--- src/rtl/ctrl_pipe.sv ---
// ctrl_pipe: pipelined control unit for the 5-stage MIPS core.
// Decodes the ID-stage opcode into the 9-bit control bundle
// {RegWrite, MemtoReg, Branch, MemRead, MemWrite, RegDst, ALUSrc, ALUOp[1:0]}
// and carries it, with the destination register, through ID/EX, EX/MEM and
// MEM/WB. Also handles load-use stalls, branch-flush bubbles, the MEM-stage
// ready handshake and a saturating stall counter.
//
// Optional feature macro: CTRL_PIPE_EXT_OPS_EN (adds addi and j decode,
// drives id_jump). When undefined, addi/j decode as NOP and id_jump is 0.
//
// Ports:
//   clk, reset             clock, synchronous active-high reset
//   id_valid, id_opcode    ID-stage instruction valid / opcode
//   id_rs, id_rt, id_rd    ID-stage register fields
//   flush                  kill the ID-stage instruction
//   mem_ready              memory completes the MEM-stage access this cycle
//   stall_if               hold PC and IF/ID (combinational)
//   id_jump                ID-stage jump decoded (combinational)
//   ex_ctrl                {RegDst, ALUSrc, ALUOp} of ID/EX
//   mem_ctrl               {Branch, MemRead, MemWrite} of EX/MEM
//   wb_ctrl                {RegWrite, MemtoReg} of MEM/WB
//   ex_dst/mem_dst/wb_dst  destination register per stage
//   mem_req                MemRead | MemWrite of EX/MEM
//   stall_count            saturating count of cycles with stall_if=1
module ctrl_pipe #(
   parameter int unsigned RW    = 5,
   parameter int unsigned CNT_W = 16
) (
   input  logic             clk,
   input  logic             reset,
   input  logic             id_valid,
   input  logic [5:0]       id_opcode,
   input  logic [RW-1:0]    id_rs,
   input  logic [RW-1:0]    id_rt,
   input  logic [RW-1:0]    id_rd,
   input  logic             flush,
   input  logic             mem_ready,
   output logic             stall_if,
   output logic             id_jump,
   output logic [3:0]       ex_ctrl,
   output logic [2:0]       mem_ctrl,
   output logic [1:0]       wb_ctrl,
   output logic [RW-1:0]    ex_dst,
   output logic [RW-1:0]    mem_dst,
   output logic [RW-1:0]    wb_dst,
   output logic             mem_req,
   output logic [CNT_W-1:0] stall_count
);

   localparam logic [5:0] OP_RTYPE = 6'b000000;
   localparam logic [5:0] OP_LW    = 6'b100011;
   localparam logic [5:0] OP_SW    = 6'b101011;
   localparam logic [5:0] OP_BEQ   = 6'b000100;
`ifdef CTRL_PIPE_EXT_OPS_EN
   localparam logic [5:0] OP_ADDI  = 6'b001000;
   localparam logic [5:0] OP_J     = 6'b000010;
`endif

   // Pipeline state
   logic [8:0]       idex_ctrl_q,  idex_ctrl_d;
   logic [RW-1:0]    idex_dst_q,   idex_dst_d;
   logic [4:0]       exmem_ctrl_q, exmem_ctrl_d;   // {RegWrite, MemtoReg, Branch, MemRead, MemWrite}
   logic [RW-1:0]    exmem_dst_q,  exmem_dst_d;
   logic [1:0]       memwb_ctrl_q, memwb_ctrl_d;
   logic [RW-1:0]    memwb_dst_q,  memwb_dst_d;
   logic [CNT_W-1:0] cnt_q,        cnt_d;

   logic [8:0]    id_bundle;
   logic          id_uses_rt;
   logic [RW-1:0] id_dst;
   logic          load_use;
   logic          freeze;

   // ID-stage decode
   always_comb begin
      id_bundle  = '0;
      id_uses_rt = 1'b0;
      id_jump    = 1'b0;
      if (id_valid) begin
         case (id_opcode)
            OP_RTYPE: begin
               id_bundle  = 9'b1_0_000_1_0_10;
               id_uses_rt = 1'b1;
            end
            OP_LW:  id_bundle = 9'b1_1_010_0_1_00;
            OP_SW: begin
               id_bundle  = 9'b0_0_001_0_1_00;
               id_uses_rt = 1'b1;
            end
            OP_BEQ: begin
               id_bundle  = 9'b0_0_100_0_0_01;
               id_uses_rt = 1'b1;
            end
`ifdef CTRL_PIPE_EXT_OPS_EN
            OP_ADDI: id_bundle = 9'b1_0_000_0_1_00;
            OP_J:    id_jump   = ~flush;
`endif
            default: ;
         endcase
      end
   end

   assign id_dst = id_bundle[8] ? (id_bundle[3] ? id_rd : id_rt) : '0;

   assign load_use = id_valid && idex_ctrl_q[5] && (idex_dst_q != '0) &&
                     ((idex_dst_q == id_rs) || (id_uses_rt && (idex_dst_q == id_rt)));

   assign mem_req  = exmem_ctrl_q[1] | exmem_ctrl_q[0];
   assign freeze   = mem_req & ~mem_ready;
   // A flushed instruction is dead, so it cannot cause a load-use stall.
   assign stall_if = freeze | (load_use & ~flush);

   always_comb begin
      idex_ctrl_d  = idex_ctrl_q;
      idex_dst_d   = idex_dst_q;
      exmem_ctrl_d = exmem_ctrl_q;
      exmem_dst_d  = exmem_dst_q;
      memwb_ctrl_d = memwb_ctrl_q;
      memwb_dst_d  = memwb_dst_q;
      if (!freeze) begin
         if (flush || load_use) begin
            idex_ctrl_d = '0;
            idex_dst_d  = '0;
         end else begin
            idex_ctrl_d = id_bundle;
            idex_dst_d  = id_dst;
         end
         exmem_ctrl_d = idex_ctrl_q[8:4];
         exmem_dst_d  = idex_dst_q;
         memwb_ctrl_d = exmem_ctrl_q[4:3];
         memwb_dst_d  = exmem_dst_q;
      end
      cnt_d = cnt_q;
      if (stall_if && (cnt_q != '1)) begin
         cnt_d = cnt_q + 1'b1;
      end
   end

   always_ff @(posedge clk) begin
      if (reset) begin
         idex_ctrl_q  <= '0;
         idex_dst_q   <= '0;
         exmem_ctrl_q <= '0;
         exmem_dst_q  <= '0;
         memwb_ctrl_q <= '0;
         memwb_dst_q  <= '0;
         cnt_q        <= '0;
      end else begin
         idex_ctrl_q  <= idex_ctrl_d;
         idex_dst_q   <= idex_dst_d;
         exmem_ctrl_q <= exmem_ctrl_d;
         exmem_dst_q  <= exmem_dst_d;
         memwb_ctrl_q <= memwb_ctrl_d;
         memwb_dst_q  <= memwb_dst_d;
         cnt_q        <= cnt_d;
      end
   end

   assign ex_ctrl     = idex_ctrl_q[3:0];
   assign ex_dst      = idex_dst_q;
   assign mem_ctrl    = exmem_ctrl_q[2:0];
   assign mem_dst     = exmem_dst_q;
   assign wb_ctrl     = memwb_ctrl_q;
   assign wb_dst      = memwb_dst_q;
   assign stall_count = cnt_q;

endmodule

--- config.mk ---
export PLATFORM = sky130hd
export DESIGN_NAME = ctrl_pipe
export DESIGN_NICKNAME = d
export VERILOG_FILES = /design/src/rtl/ctrl_pipe.sv
export SDC_FILE = /design/constraint.sdc
export NUM_CORES = 1
export LEC_CHECK = 0
export CORE_UTILIZATION = 41
export CTS_CLUSTER_SIZE = 10
export DETAILED_ROUTE_END_ITERATION = 7
export PLACE_DENSITY = 0.81
export SYNTH_ARGS = -nofsm -noshare
export SYNTH_HDL_FRONTEND = slang
export SYNTH_SLANG_ARGS = --single-unit
--- constraint.sdc ---
create_clock -name clk -period 1.85 [get_ports clk]
set_input_delay 0.2775 -clock clk [delete_from_list [all_inputs] [get_ports clk]]
set_output_delay 0.2775 -clock clk [all_outputs]
set_load 0.005 [all_outputs]
# == Word-level counts from Yosys, hierarchy flattened ==
# Cells that the tools add are included.
# Widths: inputs -> output; s select.
# op_classes
n_eq_ne,6
n_mux,8
n_bitwise,6
n_reduce_logical,10
addsub,1
# op_table
cell,n
$pmux 9 s4,1
$mux 9,2
$add 16x1->16 const B,1
$ne 16x16->1 const B,1
$mux 5,3
$eq 6x6->1 const B,2
$eq 5x5->1,2
$eq 6x3->1 const B,1
$logic_not 6->1,1
$logic_and 1x1->1,5
$reduce_bool 5->1,1
$reduce_or 3->1,1
$and 1x1->1,2
$logic_or 1x1->1,2
$mux 1,2
$not 1->1,2
$or 1x1->1,2
# totals
input_bits,26
reg_bits,47
output_inout_bits,43

# == Logic depth before layout (Yosys ltp) ==
# Gate-level depths: netlist of the first run.
# logic_depth
ltp_word,10
mapped_depth,9

# == Least setup slack after synthesis of the first run ==
# Ideal clock, no wire load.
# synth_timing
kind,register to register
start,"register idex_dst_q[1], in the netlist ex_dst[1]"
end,"register cnt_q[10], in the netlist stall_count[10]"
stages_incl_launch_ff,8
arrival_ns,1.805
synth_period_minus_slack_ns,1.875
setup_slack_ns,-0.025
n_path_buf,1
cell_sequence,dfxtp_1 xor2_1 nor4_2 a41o_1 a21oi_1 buf_6 or4_1 a21oi_1
# synth_via
elab_chain_len,7
word_cells_on_any_way,10
# synth_rtl
element,line,text
"start, declared",61,"logic [RW-1:0] idex_dst_q, idex_dst_d;"
"start signal, assigned",150,idex_dst_q <= idex_dst_d;
$eq 5x5->1,106,((idex_dst_q == id_rs) || (id_uses_rt && (idex_dst_q == id_rt)));
$logic_and 1x1->1,106,
$logic_or 1x1->1,106,
$logic_and 1x1->1 (*),105,assign load_use = id_valid && idex_ctrl_q[5] && (idex_dst_q != '0) &&
$and 1x1->1 (*),111,assign stall_if = freeze | (load_use & ~flush);
$or 1x1->1 (*),111,
$logic_and 1x1->1 (*),134,if (stall_if && (cnt_q != '1)) begin
"end signal, assigned",155,cnt_q <= cnt_d;
"end, declared",66,"logic [CNT_W-1:0] cnt_q, cnt_d;"
# Every way passes the cells marked *; elsewhere a longest branch is shown, timed or not.
# A chain may end at the register's enable or synchronous reset.

# == Final worst setup path of the first run ==
# layout_timing
start,input id_rs[3]
end,"register cnt_q[8], in the netlist stall_count[8]"
# layout_via
elab_chain_len,6
# layout_rtl
element,line,text
"start, declared",33,"input logic [RW-1:0] id_rs,"
$eq 5x5->1,106,
$logic_or 1x1->1,106,
$logic_and 1x1->1,105,
$and 1x1->1,111,
$or 1x1->1,111,
$logic_and 1x1->1,134,
# No other way between the ends.

==> summary.txt, run 1 <==
Status
  – Outcome: finished, violations left
  – Failing checks: negative setup slack

Setup path
  – Crit-path slowest cell: or4_4
  – CP max FO: 5
  – R2R depth: 9
  – Critical Path RT: 2.09 ns
  – Critical path launch point type: input pin
  – CP bufs+invs: 3
  – Classification of the worst setup path: in -> reg
  – Cell family with most CP delay: simple AND/OR/NAND/NOR gates
  – Arrival time worst endpoint: around 2.5 ns
  – Worst path max stage delay: 0.51 ns
  – Crit. End Element: flop
  – Most used cell, CP: a21oi_2
  – CP Cell Sequence: clkdlybuf4s50_1, xor2_1, nor4_2, a41o_1, a21oi_2, buf_4, buf_6, or4_4, a21oi_2
  – Critical path depth: 9

Pwr
  – Sw Ratio: 21.1%
  – Clock Power Share: between 40% and 50%
  – Combinational power share: 7.3%
  – Seq pwr share: roughly half
  – Worst vdd ir: 0.368 mV
  – Leak pwr: 1.28 nW
  – Int Power: 1.44 mW
  – Pwr Density: 539 mW/mm²
  – P_sw: 0.385 mW

Clock tree
  – Worst skew pair latency: 0.29 ns
  – H-tree depth: 2
  – Clock Sinks: between 40 and 50
  – Clock slew at reported path FFs: 0.08 ns
  – Bufs on Longest Clock Path: 2
  – Clock root buffer: clkbuf_8
  – CTS tree: done
  – Clock buffer count from CTS: 5
  – # hold bufs at CTS: 0

Timing
  – Post-route setup slack: -0.404 ns
  – Fin. Hold Viols: 0
  – RSZ-0062 raised after global routing: true
  – Final setup fails: 26
  – Fmax: 444 MHz
  – Final period utilization: 122%
  – Final Max Tran Viols: 0
  – Hold Slack: 0.457 ns
  – Worst Clk Skew: 0.00419 ns
  – Fin Setup TNS: -5.45 ns
  – Tmin final: 2.25 ns

Yosys
  – Yosys reg bits: 43
  – Post-synth EDFFs: 0
  – Largest cells by area after synthesis: dfxtp_1, nand2_1, a21oi_1
  – Avg Inst Size Synth: roughly 8.1 µm²
  – Count of different cell masters after synthesis: between 40 and 50
  – Synth async-reset ratio: 0%
  – Top cell type's share of synthesized area: 41.0%
  – Primary FF master, synth: dfxtp_1
  – Leading area contributor after synthesis: dfxtp_1
  – Seq/Total Area, Yosys: 41.0%
  – YS warnings: 0
  – Post-Syn Instances: 258
  – Syn_nets: 285
  – Mapped Area: 0.00210 mm²

Finish
  – Fill count: 371
  – Final std cells w/o fill: 428
  – Most frequent cells in the layout: clkdlybuf4s50_1, nand2_1, buf_4, dfxtp_1, a21oi_1
  – Layout Utilization: 70.3%
  – Most common cell after layout, fill and taps aside: clkdlybuf4s50_1
  – Synth-to-layout area growth: 61.1%
  – Final #Nets: between 300 and 400
  – Antenna diodes: 0
  – Share of post-route cells with drive strength above 1: 23.8%

Drt
  – Vias: 2,262
  – DR pass1 iterations: 4
  – DRC: 0
  – DR vias/cell: roughly 5.3
  – First-iteration detailed-routing DRC count: 81
  – Routed len/inst: 14.2 µm
  – Final WL: 6.09 mm
  – DRT antenna net count: 0

Global routing
  – Total congestion overflow: 0
  – Tot GR Track Use: 22.9%
  – First-pass GRT wire length: 9.63 mm
  – Number of global-route vias before repair: 2,130
  – Largest net degree at the start of global routing: 43
  – Initial antenna violation count: 0

Place
  – Gpl congestion: around 0.89
  – Cells after DPL: 407
  – Detail Placement HPWL: around 4.0 mm
  – Pre-CTS setup slack: -0.641 ns
  – Port Buffer Count: 67

Floorplanning
  – Chip Width: roughly 74 µm
  – Initial core utilization: 43.6%
  – Site row count: 25
  – I/O Pins: 69
  – Core footprint: roughly 0.0048 mm²
  – Die ar.: 0.00541 mm²
  – Die Span Y: 73.6 µm

Min path
  – WHS Path Cells: 2
  – HP Class: reg -> reg

Run
  – Max Cap Viol: 0
==> worst reg2reg max path, delay by kind of cell (launching register included) <==
kind	cells	cell delay, ns
DFF	1	0.34
xor gates and xnor gates	1	0.14
and+or+nand+nor	2	0.87
buffers and inverters	3	0.41
AOI/OAI and AO/OA	3	0.42
==> final timing paths <==
check / start / slack [ns] / endpoint
hold / removal: wb_dst[2] / 0.46 / wb_dst[2]
setup reg to reg: ex_dst[0] / -0.39 / stall_count[8]
setup / recovery: id_rs[3] / -0.40 / stall_count[8]
hold reg to reg: wb_dst[2] / 0.46 / wb_dst[2]
==> synth_stat cells, types with 2 or more instances <==
cell / instances
nand4b_1: 2
a21oi_1: 30
nor2b_1: 5
a22oi_1: 2
nor2_1: 11
a32oi_1: 4
inv_1: 5
xor2_1: 4
mux2_2: 2
o21ai_0: 14
buf_4: 8
and2_1: 2
nand4_1: 8
or3_1: 9
xnor2_1: 6
and4_1: 3
clkbuf_1: 11
nand2_1: 43
nor4_2: 2
mux2i_1: 6
nand2b_1: 3
nor3_1: 4
nor4_1: 2
or4_1: 3
o31ai_1: 3
and3_1: 6
dfxtp_1: 43
nand3_1: 4
==> state kept, by name (all words and copies together), names as in the netlist <==
register	cells
ex_dst	5
exmem_ctrl_q	4
wb_dst	5
wb_ctrl	2
mem_dst	5
idex_ctrl_q	6
stall_count	16
==> layer usage <==
| metal | vias up | wire [µm] | part of all wire, % | GRT usage (%) |
|---|---|---|---|---|
| met1 | 1055 | 2480 | 41 | 26.8 |
| met2 | 83 | 3150 | 52 | 41.1 |
| met4 | 0 | 131 | 2.2 | 8.12 |
| li1 | 1110 | - | - | - |
| met3 | 14 | 328 | 5.4 | 4.66 |
| met5 | - | 0 | 0 | 0 |
==> per-stage QoR <==
stage	instance area (µm²)	power [mW]
2_1_floorplan	2110	0.989
3_3_place_gp	3030	1.07
3_5_place_dp	3030	1.08
4_1_cts	3290	1.82
5_1_grt	3380	1.89
6_report	3380	1.82
==> power by group through the flow <==
stage / Combinational, mW / Sequential (mW) / Clock (mW)
6_report: 0.134 / 0.926 / 0.765
5_1_grt: 0.143 / 0.926 / 0.821
4_1_cts: 0.128 / 0.926 / 0.771
3_5_place_dp: 0.129 / 0.948 / 0
3_3_place_gp: 0.127 / 0.948 / 0
2_1_floorplan: 0.0407 / 0.948 / 0
==> kinds of logic (layout without fill, tap and decap cells) <==
group	after synthesis	in the layout	synth area share (%)
AOI/OAI and AO/OA	58	58	15.8
muxes	8	8	3.93
xor gates and xnor gates	10	10	4.17
DFF	43	43	41.0
buffers and inverters	26	129	6.49
adders and majority gates	1	1	0.595
and+or+nand+nor	111	111	27.9
other	1	1	0.179
==> final cells by class <==
| cell class | count | area [µm²] | share of cell area [%] |
|---|---|---|---|
| clock inverters | 2 | 35.0 | 1.04 |
| well taps | 67 | 83.8 | 2.48 |
| inverters | 5 | 18.8 | 0.555 |
| multi-input cells | 189 | 1230 | 36.5 |
| flip-flops and latches | 43 | 866 | 25.6 |
| repair buffers | 116 | 1060 | 31.4 |
| clock buffers | 6 | 82.6 | 2.44 |
==> repair_timing <==
item / in CTS / in global routing
endpoints found under the setup margin: 17 / 21
pin swaps: 22 / 17
cloned: 1 / 0
resized for setup: 25 / 12
hold endpoints to repair: 0 / 0
buffers inserted: 7 / 5
Note: power is estimated with default switching activity, not from simulation.
==> run 2: changes to the inputs <==
--- a/config.mk
+++ b/config.mk
@@ -9,6 +9,7 @@
 export CTS_CLUSTER_SIZE = 10
 export DETAILED_ROUTE_END_ITERATION = 7
 export PLACE_DENSITY = 0.81
+export SETUP_SLACK_MARGIN = 0.2
 export SYNTH_ARGS = -nofsm -noshare
 export SYNTH_HDL_FRONTEND = slang
 export SYNTH_SLANG_ARGS = --single-unit
==> summary.txt, run 2 (synthesis gave the netlist of run 1 again) <==
Drt
  – First-iteration detailed-routing DRC count: 113 (was 81)
  – DR vias/cell: 5.25 (was 5.29)
  – DRC: 0 (unchanged)
  – Final WL: 6.17 mm (was 6.09 mm)
  – DR pass1 iterations: 4 (unchanged)
  – DRT antenna net count: 0 (unchanged)
  – Routed len/inst: 14.4 µm (was 14.2 µm)
  – Vias: 2,248 (was 2,262)

Timing
  – RSZ-0062 raised after global routing: true (unchanged)
  – Final Max Tran Viols: 0 (unchanged)
  – Tmin final: 2.07 ns (was 2.25 ns)
  – Final setup fails: 17 (was 26)
  – Fin. Hold Viols: 0 (unchanged)
  – Hold Slack: 0.450 ns (was 0.457 ns)
  – Fmax: 484 MHz (was 444 MHz)
  – Worst Clk Skew: 0.00979 ns (was 0.00419 ns)
  – Post-route setup slack: -0.215 ns (was -0.404 ns)
  – Final period utilization: 112% (was 122%)

Setup path
  – Classification of the worst setup path: reg -> reg (was in -> reg)
  – Most used cell, CP: buf_6 (was a21oi_2)
  – Critical Path RT: 2.08 ns (was 2.09 ns)
  – Worst path max stage delay: 0.50 ns (was 0.51 ns)
  – Arrival time worst endpoint: 2.30 ns (was 2.49 ns)
  – CP Cell Sequence: buf_6, xor2_2, nor4_2, a41o_1, a21oi_4, buf_6, or4_1, a21oi_2 (was clkdlybuf4s50_1, xor2_1, nor4_2, a41o_1, a21oi_2, buf_4, buf_6, or4_4, a21oi_2)
  – Crit-path slowest cell: or4_1 (was or4_4)
  – Crit. End Element: flop (unchanged)
  – Critical path launch point type: flop (was input pin)
  – CP max FO: 5 (unchanged)

Finish
  – Fill count: 359 (was 371)
  – Most common cell after layout, fill and taps aside: clkdlybuf4s50_1 (unchanged)
  – Most frequent cells in the layout: clkdlybuf4s50_1, nand2_1, buf_4, dfxtp_1, a21oi_1 (unchanged)
  – Synth-to-layout area growth: 65.0% (was 61.1%)
  – Share of post-route cells with drive strength above 1: 28.5% (was 23.8%)
  – Final Cell Area: 0.00347 mm² (was 0.00338 mm²)
  – Largest register FFs: 16 (unchanged)
  – Final #Nets: 387 (unchanged)
  – Antenna diodes: 0 (unchanged)

Place
  – Pre-CTS setup slack: -0.507 ns (was -0.641 ns)
  – Dpl cell area: 0.00308 mm² (was 0.00303 mm²)
  – Detail Placement HPWL: 4.22 mm (was 3.96 mm)
  – Port Buffer Count: 67 (unchanged)
  – Gpl congestion: 0.845 (was 0.886)

Clock tree
  – Clock buffer count from CTS: 5 (unchanged)
  – H-tree depth: 2 (unchanged)
  – Clock Sinks: 43 (unchanged)
  – Bufs on Longest Clock Path: 2 (unchanged)
  – CTS tree: done (unchanged)
  – # hold bufs at CTS: 0 (unchanged)
  – Worst skew pair latency: 0.30 ns (was 0.29 ns)
  – Clock slew at reported path FFs: 0.09 ns (was 0.08 ns)
  – Clock root buffer: clkbuf_8 (unchanged)

Pwr
  – Worst vdd ir: 0.292 mV (was 0.368 mV)
  – Combinational power share: 9.0% (was 7.3%)
  – Seq pwr share: 54.7% (was 50.7%)
  – Int Power: 1.28 mW (was 1.44 mW)
  – Clock Power Share: 36.3% (was 41.9%)
  – Leak pwr: 1.30 nW (was 1.28 nW)
  – Sw Ratio: 24.2% (was 21.1%)
  – Pwr Density: 486 mW/mm² (was 539 mW/mm²)
  – P_sw: 0.408 mW (was 0.385 mW)

Floorplanning
  – I/O Pins: 69 (unchanged)
  – Site row count: 25 (unchanged)
  – Die Span Y: 73.6 µm (unchanged)
  – Initial core utilization: 43.6% (unchanged)
  – Chip Width: 73.6 µm (unchanged)
  – Core footprint: 0.00482 mm² (unchanged)
  – Die ar.: 0.00541 mm² (unchanged)

Global routing
  – Largest net degree at the start of global routing: 43 (unchanged)
  – Total congestion overflow: 0 (unchanged)
  – Number of global-route vias before repair: 2,123 (was 2,130)
  – Initial antenna violation count: 0 (unchanged)
  – First-pass GRT wire length: 9.57 mm (was 9.63 mm)
  – Tot GR Track Use: 23.0% (was 22.9%)

Run
  – Max Cap Viol: 0 (unchanged)

Status
  – Failing checks: negative setup slack (unchanged)
  – Outcome: finished, violations left (unchanged)

Min path
  – HP Class: in -> reg (was reg -> reg)
run 2: changes by cell type in the layout (fill, tap and decap cells not counted), moves of 3 or more:
cell	previous run	this run
buf_4	43	39
dfxtp_4	0	3
o21ai_0	12	9
buf_2	1	5
buf_6	3	8
run 2: repair_timing:
item                                    in CTS  in global routing
endpoints found under the setup margin      30                 29
gates cloned                                 0                  0
gates resized for setup                     50                 25
setup buffers                               10                  1
pin swaps                                   20                 12
run 2: cell type report:
cell class,count,area (µm²),area share (%)
tap,67,83.8,2.42
timing repair buffer,116,1060,30.7
inverter,5,18.8,0.541
sequential,43,875,25.2
multi-input combinational,189,1330,38.4
clock inverter,3,25.0,0.722
clock buffer,5,68.8,1.98
run 2: power by group through the flow:
stage	combinational [mW]	sequential, mW	clock [mW]
2_1_floorplan	0.0410	0.947	0
3_3_place_gp	0.128	0.946	0
3_5_place_dp	0.130	0.946	0
4_1_cts	0.140	0.923	0.626
5_1_grt	0.161	0.922	0.662
6_report	0.151	0.922	0.611
run 2: routing by layer:
metal | GRT usage [%] | wire, µm | vias to the layer above
met2 | 41.2 | 3210 | 75
met5 | 0 | 0 | -
met4 | 6.62 | 81 | 0
met3 | 4.94 | 302 | 11
li1 | - | - | 1108
met1 | 27.3 | 2580 | 1054
run 2: through the flow:
step,power [mW],std cells,utilization (%),TNS (ns)
after floorplan,0.988,258,-,0
after global placement,1.07,409,63.9,-7.76
after detailed placement,1.08,409,63.9,-8.38
after CTS,1.69,427,69.4,-2.20
after global routing,1.75,428,72.0,-4.52
final,1.68,428,72.0,-2.67
run 2: final timing paths:
path / from / to / slack, ns / cells past startpoint
setup / recovery: ex_dst[0] / stall_count[10] / -0.22 / 8
setup reg to reg: ex_dst[0] / stall_count[10] / -0.22 / 8
hold reg to reg: wb_dst[3] / wb_dst[3] / 0.46 / 2
hold / removal: id_opcode[3] / idex_ctrl_q[4] / 0.45 / 4
run 2: worst max-delay path: cells and delay by family, from the launching register on:
kind	cells	cell delay (ns)
AOI/OAI and AO/OA	3	0.43
xor gates and xnor gates	1	0.14
buffers and inverters	2	0.28
DFF	1	0.36
and+or+nand+nor	2	0.79
==> edit 1: new RTL, settings of run 1 <==
Set the parameter `RW` to 6 (it was 5).
--- a/src/rtl/ctrl_pipe.sv
+++ b/src/rtl/ctrl_pipe.sv
@@ -24,5 +24,5 @@
 //   stall_count            saturating count of cycles with stall_if=1
 module ctrl_pipe #(
-   parameter int unsigned RW    = 5,
+   parameter int unsigned RW    = 6,
    parameter int unsigned CNT_W = 16
 ) (
Ports: changed (6 resized); port bits go from 69 to 75. No check against the original RTL was run, so the function may have changed too.
==> edit 1 against run 1 <==
The flow still finishes with violations (negative setup slack); wire length grew 14%; synthesized cell count increased by 8.9%; non-clock buffer count increased by 5; first-iteration DRC count is 31% higher; worst setup slack gained 0.017 ns; core utilization grew 0.61 points; sequential cell count up 3; area after synthesis increased by 7.6%; power fell by 1.4%; final area is 9.0% higher; largest power group unchanged.
==> edit 1: results (changes against run 1) <==
- Net count, final: 417 (+7.8%)
- Delay-heaviest family, CP: simple AND/OR/NAND/NOR gates
- Failing checks: negative setup slack
- Worst Reg-to-Reg Cells: 8 (-1)
- GPL Wtd Cong: 0.805 (-9.1%)
- Pin count of the biggest net entering global routing: 27 (-37%)
- First-pass GRT wire length: 10900 um (+13%)
- Leak pwr: 1.43 nW (+11%)
- Main area contributors after synthesis: dfxtp_1 (41%), nand2_1 (9.6%), a21oi_1 (6.2%)
- Setup TNS Final: -5.43 ns (+0.0171 ns)
- Peak supply drop: 0.000349 V (-5.2%)
- Pre-CTS setup slack: -0.700 ns (-0.0592 ns)
- Final setup margin: -0.387 ns (+0.0167 ns)
- Post-synthesis cell type count: 45 (+9.8%)
- Sequential fraction of the synthesis area: 40.7% (-0.25 points)
- Fin util: 70.9% (+0.61 points)
- Hpwl dp: 4720 um (+19%)
- Hold path depth: 3 (+1)
- Clock Latency Late Sink: 0.31 ns (+0.02 ns)
- Number of global-route vias before repair: 2357 (+11%)
- Clock skew: 0.0102 ns (+0.00598 ns)
- Hold EP: ex_dst[3]
- Post-Syn Nets: 311 (+9.1%)
- CP Capture Point: stall_count[5]
- Fill count: 380 (+2.4%)
- Starting DRT DRC Count: 106 (+31%)
- Average cell area after synthesis: 8.05 sq um (-1.2%)
- M1 GR Usage: 28.7% (+1.9 points)
- Clock slew at reported path FFs: 0.10 ns (+0.02 ns)
- Synth top cells by count: nand2_1 (58), dfxtp_1 (46), a21oi_1 (28), nor2_1 (16)
- Post-synthesis mux area share: 5.09% (+1.2 points)
- RR Startpoint: ex_dst[3]
- Gr usage total: 23.2% (+0.33 points)
- Setup-failing EPs final: 24 (-7.7%)
- ANT cells: 0 (unchanged)
- Vias per cell: 5.24 (-0.77%)
- Routing usage on met2: 40.5% (-0.63 points)
- Synth Flop Type: dfxtp_1
- Post-synthesis compound-gate area fraction: 15.8% (+0.044 points)
- Crit path launch: ex_dst[3]
- M3 GR Usage: 5.39% (+0.73 points)
- Post-synth ARST share: 0% (unchanged)
- Hold Crit Class: in2reg
- Post-DR wirelength/cell: 15.1 um (+6.2%)
- Num CTS Buffers: 5 (unchanged)
- Adder-cell share of the synthesized area: 0.553% (-0.042 points)
- Ratio of cells with drive above 1 in the final layout: 26.3% (+2.5 points)
- Routed wire length: 6920 um (+14%)
- Placement Cell Area: 3320 sq um (+9.9%)
- Cell at the slowest stage of the critical path: or4_1
- Status: finished with violations
- Worst-path maximum fanout: 6 (+1)
- Post-Synth XOR/XNOR Area: 4.65% (+0.48 points)
edit 1: power by group:
group	internal, W	switching, W
registers	0.000982	0.00000106
logic	0.0000873	0.0000641
clock network	0.000281	0.000385
total	0.00135	0.000450
edit 1: logic make-up (layout without fill, tap and decap cells):
family / after synthesis / in the layout
compound gates: 57 / 57
xor+xnor: 12 / 12
fa+ha+maj: 1 / 1
flops: 46 / 46
simple gates: 124 / 124
mux: 11 / 11
other cells: 1 / 1
buf+inv: 29 / 136
edit 1: per-stage QoR:
step	power (W)	hold slack, ns
CTS	0.00180	0.428
global route	0.00188	0.377
global placement	0.00114	0.441
floorplan	0.00105	0.425
finish	0.00180	0.369
detailed placement	0.00114	0.442
edit 1: worst register-to-register path, cell delays in order (launching register included):
cell	delay (ns)
dfxtp_4	0.39
xor2_1	0.17
nor4_2	0.29
o211ai_1	0.17
o21a_2	0.25
buf_6	0.13
buf_6	0.12
or4_1	0.51
a21oi_1	0.13
edit 1: layout make-up:
type | count | area share [%]
Clock buffer | 5 | 1.87
Clock inverter | 3 | 0.712
Inverter | 7 | 0.712
Multi-Input combinational cell | 206 | 37.7
Sequential cell | 46 | 25.6
Tap cell | 70 | 2.37
Timing Repair Buffer | 121 | 31.0
edit 1: metal layers:
metal	part of all wire, %	vias to the layer above
met1	43	1133
met4	1.3	0
met3	4.5	9
met5	0	-
li1	-	1190
met2	51	70
edit 1: repair_timing:
item                       CTS  global route
buffers inserted             5             2
setup endpoints to repair   26            29
cloned                       0             0
hold buffers                 0             0
pin swaps                   28            17
gates resized for setup     28            34
==> edit 2: new RTL, settings of run 1 <==
Without the edit above. Put one more register stage on the output `stall_count`, without a reset. The value now appears one clock later. The other outputs are not delayed to match. Comments in the files are not updated.
--- a/src/rtl/ctrl_pipe.sv
+++ b/src/rtl/ctrl_pipe.sv
@@ -163,5 +163,7 @@
    assign wb_ctrl     = memwb_ctrl_q;
    assign wb_dst      = memwb_dst_q;
-   assign stall_count = cnt_q;
+   always_ff @(posedge clk) begin
+      stall_count <= cnt_q;
+   end
 
 endmodule
Behaviour: not the same (a bounded check fails within 4 cycles, from zero or initial values and one cycle with reset high).
==> edit 2 against run 1 <==
The flow still finishes with violations (negative setup slack); area after synthesis grew 15%; core utilization down 4.0 points; register-to-register slack lost 0.06 ns; final area grew 9.8%; cell count rose by 5.4%; worst hold slack lost 0.075 ns; worst setup slack got worse by 0.045 ns; wire length grew 3.0%; sequential cell count grew 16; power rose by 47%; clock power grew 69%; critical path type is now reg2reg; largest cell class unchanged.
==> edit 2: results (changes against run 1) <==
- Status: finished with violations
- Failing checks: negative setup slack
- Post-Syn Nets: 303 (+6.3%)
- Final setup margin: -0.448 ns (-0.0446 ns)
- Peak supply drop: 0.000398 V (+8.1%)
- H-tree Lvls: 3 (+1)
- Top layer used by detailed routing: met4
- Pre-antenna DRT Iters: 4 (unchanged)
- Clock buffer depth: 2 (unchanged)
- Post-synth ARST share: 0% (unchanged)
- Setup-failing EPs final: 25 (-3.8%)
- Starting DRT DRC Count: 93 (+15%)
- Gr usage total: 22.0% (-0.89 points)
- First-pass GRT wire length: 10500 um (+9.1%)
- Num CTS Buffers: 9 (+4)
- Met1 WL: 2530 um (+2.1%)
- Post-synthesis cell type count: 43 (+4.9%)
- GPL Wtd Cong: 0.838 (-5.4%)
- Port Buf Inserts: 67 (unchanged)
- Clock skew: 0.00692 ns (+0.00273 ns)
- Critical path's largest stage delay: 0.56 ns (+0.05 ns)
- Number of global-route vias before repair: 2381 (+12%)
- Synth Flop Type: dfxtp_1
- Placed Cells: 433 (+6.4%)
- WP data arrival: 2.57 ns (+0.08 ns)
- Sequential fraction of the synthesis area: 48.9% (+7.9 points)
- Worst-path maximum fanout: 4 (-1)
- Routed wire length: 6270 um (+3.0%)
- DR WL met2: 3260 um (+3.5%)
- Net count, final: 401 (+3.6%)
- Top Registers: cnt_q x16, stall_count x16, idex_ctrl_q x6
- Post-DR wirelength/cell: 13.9 um (-2.3%)
- Clock slew at reported path FFs: 0.06 ns (-0.02 ns)
- Fill count: 455 (+23%)
- Clock Latency Late Sink: 0.34 ns (+0.05 ns)
- Pin count of the biggest net entering global routing: 24 (-44%)
- Delay-heaviest family, CP: simple AND/OR/NAND/NOR gates
- Routed wl met3: 385 um (+17%)
- Leak pwr: 1.44 nW (+12%)
- Setup TNS Final: -7.68 ns (-2.24 ns)
- Average cell area after synthesis: 8.75 sq um (+7.5%)
- Sw Share: 20.4% (-0.70 points)
- Hold Vio Cnt, Final: 0 (unchanged)
- Ratio of cells with drive above 1 in the final layout: 22.7% (-1.1 points)
- Synth top cells by count: dfxtp_1 (59), nand2_1 (45), a21oi_1 (28), o21ai_0 (15), nor2_1 (14)
- Vias per cell: 5.27 (-0.36%)
- Initial antenna violation count: 0 (unchanged)
- Synth warn: 0 (unchanged)
- Hpwl dp: 4420 um (+11%)
- Cell at the slowest stage of the critical path: or4_4
- Main area contributors after synthesis: dfxtp_1 (49%), nand2_1 (7.0%), a21oi_1 (5.8%)
==> edit 2: path summary, 6_finish.rpt <==
check	startpoint	end	slack (ns)	cells past startpoint
setup / recovery	ex_dst[4]	cnt_q[13]	-0.45	8
hold / removal	cnt_q[9]	stall_count[9]	0.38	0
setup reg to reg	ex_dst[4]	cnt_q[13]	-0.45	8
hold reg to reg	cnt_q[9]	stall_count[9]	0.38	0
==> edit 2: power by group through the flow <==
| stage | logic [W] | clock network (W) | registers (W) |
|---|---|---|---|
| 2_1_floorplan | 0.0000396 | 0 | 0.00130 |
| 3_3_place_gp | 0.000128 | 0 | 0.00130 |
| 3_5_place_dp | 0.000132 | 0 | 0.00130 |
| 4_1_cts | 0.000127 | 0.00131 | 0.00127 |
| 5_1_grt | 0.000142 | 0.00138 | 0.00127 |
| 6_report | 0.000131 | 0.00129 | 0.00127 |
==> edit 2: stage by stage <==
step                      cell area (sq um)  hold slack, ns  setup slack (ns)
final                                  3720           0.382            -0.448
after global routing                   3720           0.396            -0.512
after CTS                              3660           0.383            -0.434
after detailed placement               3380           0.375            -0.913
after global placement                 3380           0.365            -0.873
after floorplan                        2420           0.352            -0.193
==> edit 2: metal layers <==
layer	vias up	GRT usage [%]
li1	1167	-
met1	1121	23.8
met2	76	38.3
met3	11	6.32
met4	0	12.4
met5	-	0
==> edit 2: area by class of cell <==
type	instances	area share, %
Timing Repair Buffer	107	26.6
Inverter	7	0.707
Multi-Input combinational cell	190	32.5
Sequential cell	59	31.9
Clock buffer	12	3.91
Tap cell	72	2.42
Clock inverter	4	1.99
==> edit 2: logic make-up after synthesis <==
family / share of synthesized area, %
adders and majority gates: 0.518
and+or+nand+nor: 24.1
DFF: 48.9
xor gates and xnor gates: 3.63
muxes: 3.01
AOI/OAI and AO/OA: 14.2
other: 0.155
buffers and inverters: 5.49
==> edit 2: repair_timing <==
action                                  in CTS  in global routing
cloned                                       0                  0
buffers inserted                             2                  0
gates resized for setup                     31                 16
endpoints found under the setup margin      28                 29
pin swaps                                   30                 10
